<file path="src/rtl/sprite_pkg.sv">
// Shared definitions for the sprite frame loader: engine register map,
// write-bus encodings, record length and the sequencer state type.
package sprite_pkg;

  // Engine register map
  localparam logic [5:0] CTRL_ADDR = 6'h00;
  localparam logic [5:0] SPR0_BASE = 6'h04;
  localparam logic [5:0] SPR1_BASE = 6'h1A;

  // Halfwords per sprite record: position word plus nine bitmap words
  localparam logic [3:0] REC_WORDS = 4'd10;

  // Engine write-strobe encodings (active-low pair)
  localparam logic [1:0] BUS_IDLE = 2'b11;
  localparam logic [1:0] BUS_W8   = 2'b00;
  localparam logic [1:0] BUS_W16  = 2'b01;

  typedef enum logic [2:0] {
    ST_IDLE  = 3'd0,
    ST_FILL  = 3'd1,
    ST_ARMED = 3'd2,
    ST_DIS   = 3'd3,
    ST_BURST = 3'd4,
    ST_EN    = 3'd5,
    ST_DONE  = 3'd6
  } state_e;

  // Register address of halfword idx within the selected sprite's block
  function automatic logic [5:0] burst_addr(input logic sel, input logic [3:0] idx);
    logic [5:0] base_s;
    base_s = sel ? SPR1_BASE : SPR0_BASE;
    return base_s + {1'b0, idx, 1'b0};
  endfunction

endpackage

</file>
<file path="src/rtl/sprite_rec_buf.sv">
// Record buffer: REC_WORDS x 16-bit register file, one write port and one
// combinational read port. Out-of-range indices write nothing and read zero.
module sprite_rec_buf
  import sprite_pkg::*;
(
  input  logic        clk,
  input  logic        rst_n,
  input  logic        wr_en,
  input  logic [3:0]  wr_idx,
  input  logic [15:0] wr_data,
  input  logic [3:0]  rd_idx,
  output logic [15:0] rd_data
);

  logic [15:0] mem_r [0:REC_WORDS-4'd1];

  // Store one halfword per accepted host beat
  always_ff @(posedge clk) begin
    if (!rst_n) begin
      for (int i = 0; i < int'(REC_WORDS); i++) begin
        mem_r[i] <= 16'h0000;
      end
    end else if (wr_en && (wr_idx < REC_WORDS)) begin
      mem_r[wr_idx] <= wr_data;
    end
  end

  // Combinational read of the halfword selected by the sequencer
  always_comb begin
    rd_data = 16'h0000;
    if (rd_idx < REC_WORDS) begin
      rd_data = mem_r[rd_idx];
    end else begin
      rd_data = 16'h0000;
    end
  end

endmodule

</file>
<file path="config.mk">
export PLATFORM = sky130hd
export DESIGN_NAME = sprite_rec_buf
export DESIGN_NICKNAME = d
export VERILOG_FILES = /design/src/rtl/sprite_pkg.sv /design/src/rtl/sprite_rec_buf.sv
export SDC_FILE = /design/constraint.sdc
export NUM_CORES = 1
export LEC_CHECK = 0
export CORE_ASPECT_RATIO = 0.7
export CORE_MARGIN = 2
export CORE_UTILIZATION = 30
export CTS_CLUSTER_DIAMETER = 100
export DETAILED_ROUTE_END_ITERATION = 6
export MAX_ROUTING_LAYER = met4
export PLACE_DENSITY = 0.56
export SYNTH_ARGS = -nofsm -noshare
export SYNTH_HDL_FRONTEND = slang
export SYNTH_SLANG_ARGS = --single-unit
</file>
<file path="constraint.sdc">
create_clock -name clk -period 3.06 [get_ports clk]
set_input_delay 0.612 -clock clk [delete_from_list [all_inputs] [get_ports clk]]
set_output_delay 0.612 -clock clk [all_outputs]
set_load 0.02 [all_outputs]
</file>
==> reports/results.ini <==
[status]
status = finished clean

[floorplanning]
start_util = 0.306
fp.dieW_um = 194
die_h_um = 137
num_rows = 48
dieArea_sq_um = 26500
ios = 43
core_area_sq_um = 24700

[global_routing]
grt_pass1_wl_mm = 28.7
antenna_found_initial = 0
grt_max_degree = 33
grt_use_total = 0.154
grt_pass1_vias = 4744
grt_overflow = 0

[place]
post-place-ws_ps = -69.9
dp.cells = 921
gp_congestion = 0.882
dp_hpwl_mm = 13.4
io_buffers = 42
placed_cell_area_sq_um = 8440

[sta]
setup_viol = 0
hold_viol_final = 0
period_share = 0.943
rsz0062_at_grt = false
min_period_ps = 2890
drv_slew = 0
worst_pin_slew_ps = 552
relSlewSlack = 0.631
tns_ps = 0
timing.fmax_ghz = 0.347
layout_setup_ws_ps = 174

[clock_tree]
cts.sinks = 160
cts_buffer_depth = 2
cts_tree = built
postCtsSetupBuffers = 0
clockRootBuffer = clkbuf_16
path_clk_slew_ps = 70
numCtsBuffers = 17
cts_max_level = 4

[logic_synthesis]
ys_ff_latch = 160
ys_warn_count = 0
syn_nets = 577
avgSynthCellArea_sq_um = 13.7
ys_seq_area_frac = 0.636
syn-instance-count = 550
synthesis.area_sq_um = 7550
netlist-cell-type-count = 31

[critical_path]
path_max_fanout = 21
start_kind = input pin
worstSetupPathType = input pin to primary output
cp-end-kind = primary output
worstPathArrival_ps = 2270
worstPathRequired_ps = 2450

[power]
pwr-share-seq = 0.499
p_leak_uw = 0.00318
power_density_nw_per_um2 = 570
switchingPower_uw = 1210
clock_power_share = 0.400
power_uw = 5130
p_int_uw = 3930
pwr-share-comb = 0.101
peakVddDrop_uv = 373
netSwitchingFraction = 0.235

[routing]
wl_per_cell_um = 19.8
vias_per_cell = 4.94
drt-initial-drc-count = 475
vias = 4709
drc = 0
ant_nets = 0
wl_mm = 18.9
first_pass_iters = 5

[flow_run]
max_cap_viol_count = 0

[layout]
top_regs = mem_r x160
syn_to_final_growth_pct = 19.2
fin_cells = 953
diodes = 0
largest_reg_flops = 160
final_area_sq_um = 9000
top_register = mem_r
drive_gt1_frac = 0.204
fin_nets = 642

[hold_path]
hold_path_class = input pin to flop

-- synthesized netlist by cell type --
cell type | n | area (sq um)
nand3_2 | 6 | 60.1
nand2_1 | 10 | 37.5
clkbuf_1 | 4 | 15.0
nand3b_1 | 1 | 7.51
o21ai_0 | 1 | 5.00
o31a_1 | 16 | 140
buf_8 | 1 | 15.0
nor2b_1 | 1 | 6.26
nand2b_1 | 4 | 25.0
buf_2 | 7 | 35.0
and2_1 | 1 | 6.26
nor2_2 | 18 | 113
o21ai_4 | 1 | 16.3
buf_12 | 2 | 40.0
nand2_2 | 5 | 31.3
or2_1 | 2 | 12.5
and4b_2 | 2 | 22.5
nand3_4 | 10 | 175
nand4_2 | 1 | 12.5
nand4_4 | 1 | 21.3
nor2_1 | 143 | 537
edfxtp_1 | 160 | 4800
inv_1 | 16 | 60.1
o221ai_1 | 6 | 52.6
buf_6 | 16 | 180
mux2i_1 | 80 | 801
and4bb_1 | 1 | 12.5
o22ai_1 | 16 | 100
buf_4 | 7 | 52.6
clkbuf_4 | 1 | 7.51
o221ai_2 | 10 | 150
-- path summary, 6_finish.rpt --
check	start	endpoint	slack (ps)	cells after the start
worst min-delay path	wr_data[9]	mem_r[8][9]	1000	3
worst max-delay path	rd_idx[1]	rd_data[14]	170	6
-- cells by family after synthesis --
| family | share of synthesized area |
|---|---|
| flip-flops | 0.636 |
| AND/OR/NAND/NOR | 0.143 |
| buffers and inverters | 0.0537 |
| multiplexers | 0.106 |
| AO/OA/AOI/OAI | 0.0614 |
-- timing repair --
action,CTS,global route
endpoints found under the setup margin,15,1
hold buffers,0,0
resized for setup,16,1
-- per-stage QoR --
stage,hold WS (ps),utilization
after floorplan,860,-
after global placement,1440,0.342
after detailed placement,1440,0.342
after CTS,992,0.365
after global routing,1010,0.365
final,1000,0.365
-- layout make-up --
cell class	instances	area, sq um
repair buffers	84	810
inverters	16	60.1
flip-flops and latches	160	4800
clock inverters	14	141
multi-input cells	336	2350
fillers	2346	15700
clock buffers	18	429
well taps	325	407
-- power by group through the flow --
stage / sequential, uW / combinational, uW / clock [uW]
global placement: 2610 / 530 / 0
CTS: 2560 / 524 / 2070
finish: 2560 / 519 / 2050
detailed placement: 2610 / 537 / 0
global route: 2580 / 553 / 2170
floorplan: 2600 / 315 / 0
-- metal layers --
layer  track usage  vias up  part of all wire
li1              -     2141                 -
met1         0.191     2397              0.44
met2         0.245      153              0.47
met3        0.0424       18             0.071
met4        0.0483        0             0.016
met5             -        -                 0
-- cell usage in the layout, fill, tap and decap left out, types with 10 or more instances in the layout --
master           synthesis  layout
edfxtp_1               160     160
nor2_1                 143     143
mux2i_1                 80      80
buf_4                    7      34
clkdlybuf4s50_1          0      24
nor2_2                  18      18
clkbuf_16                0      17
o31a_1                  16      16
inv_1                   16      16
o22ai_1                 16      15
dlygate4sd2_1            0      15
o221ai_2                10      10
nand3_4                 10      10
nand2_1                 10      10
-- worst max-delay path, stage by stage --
cell             delay (ps)
clkdlybuf4s50_1         500
nand2b_1                120
buf_12                  180
o221ai_1                230
o31a_1                  230
dlygate4sd2_1           380
No activity file was read; power rests on OpenSTA's default activity.
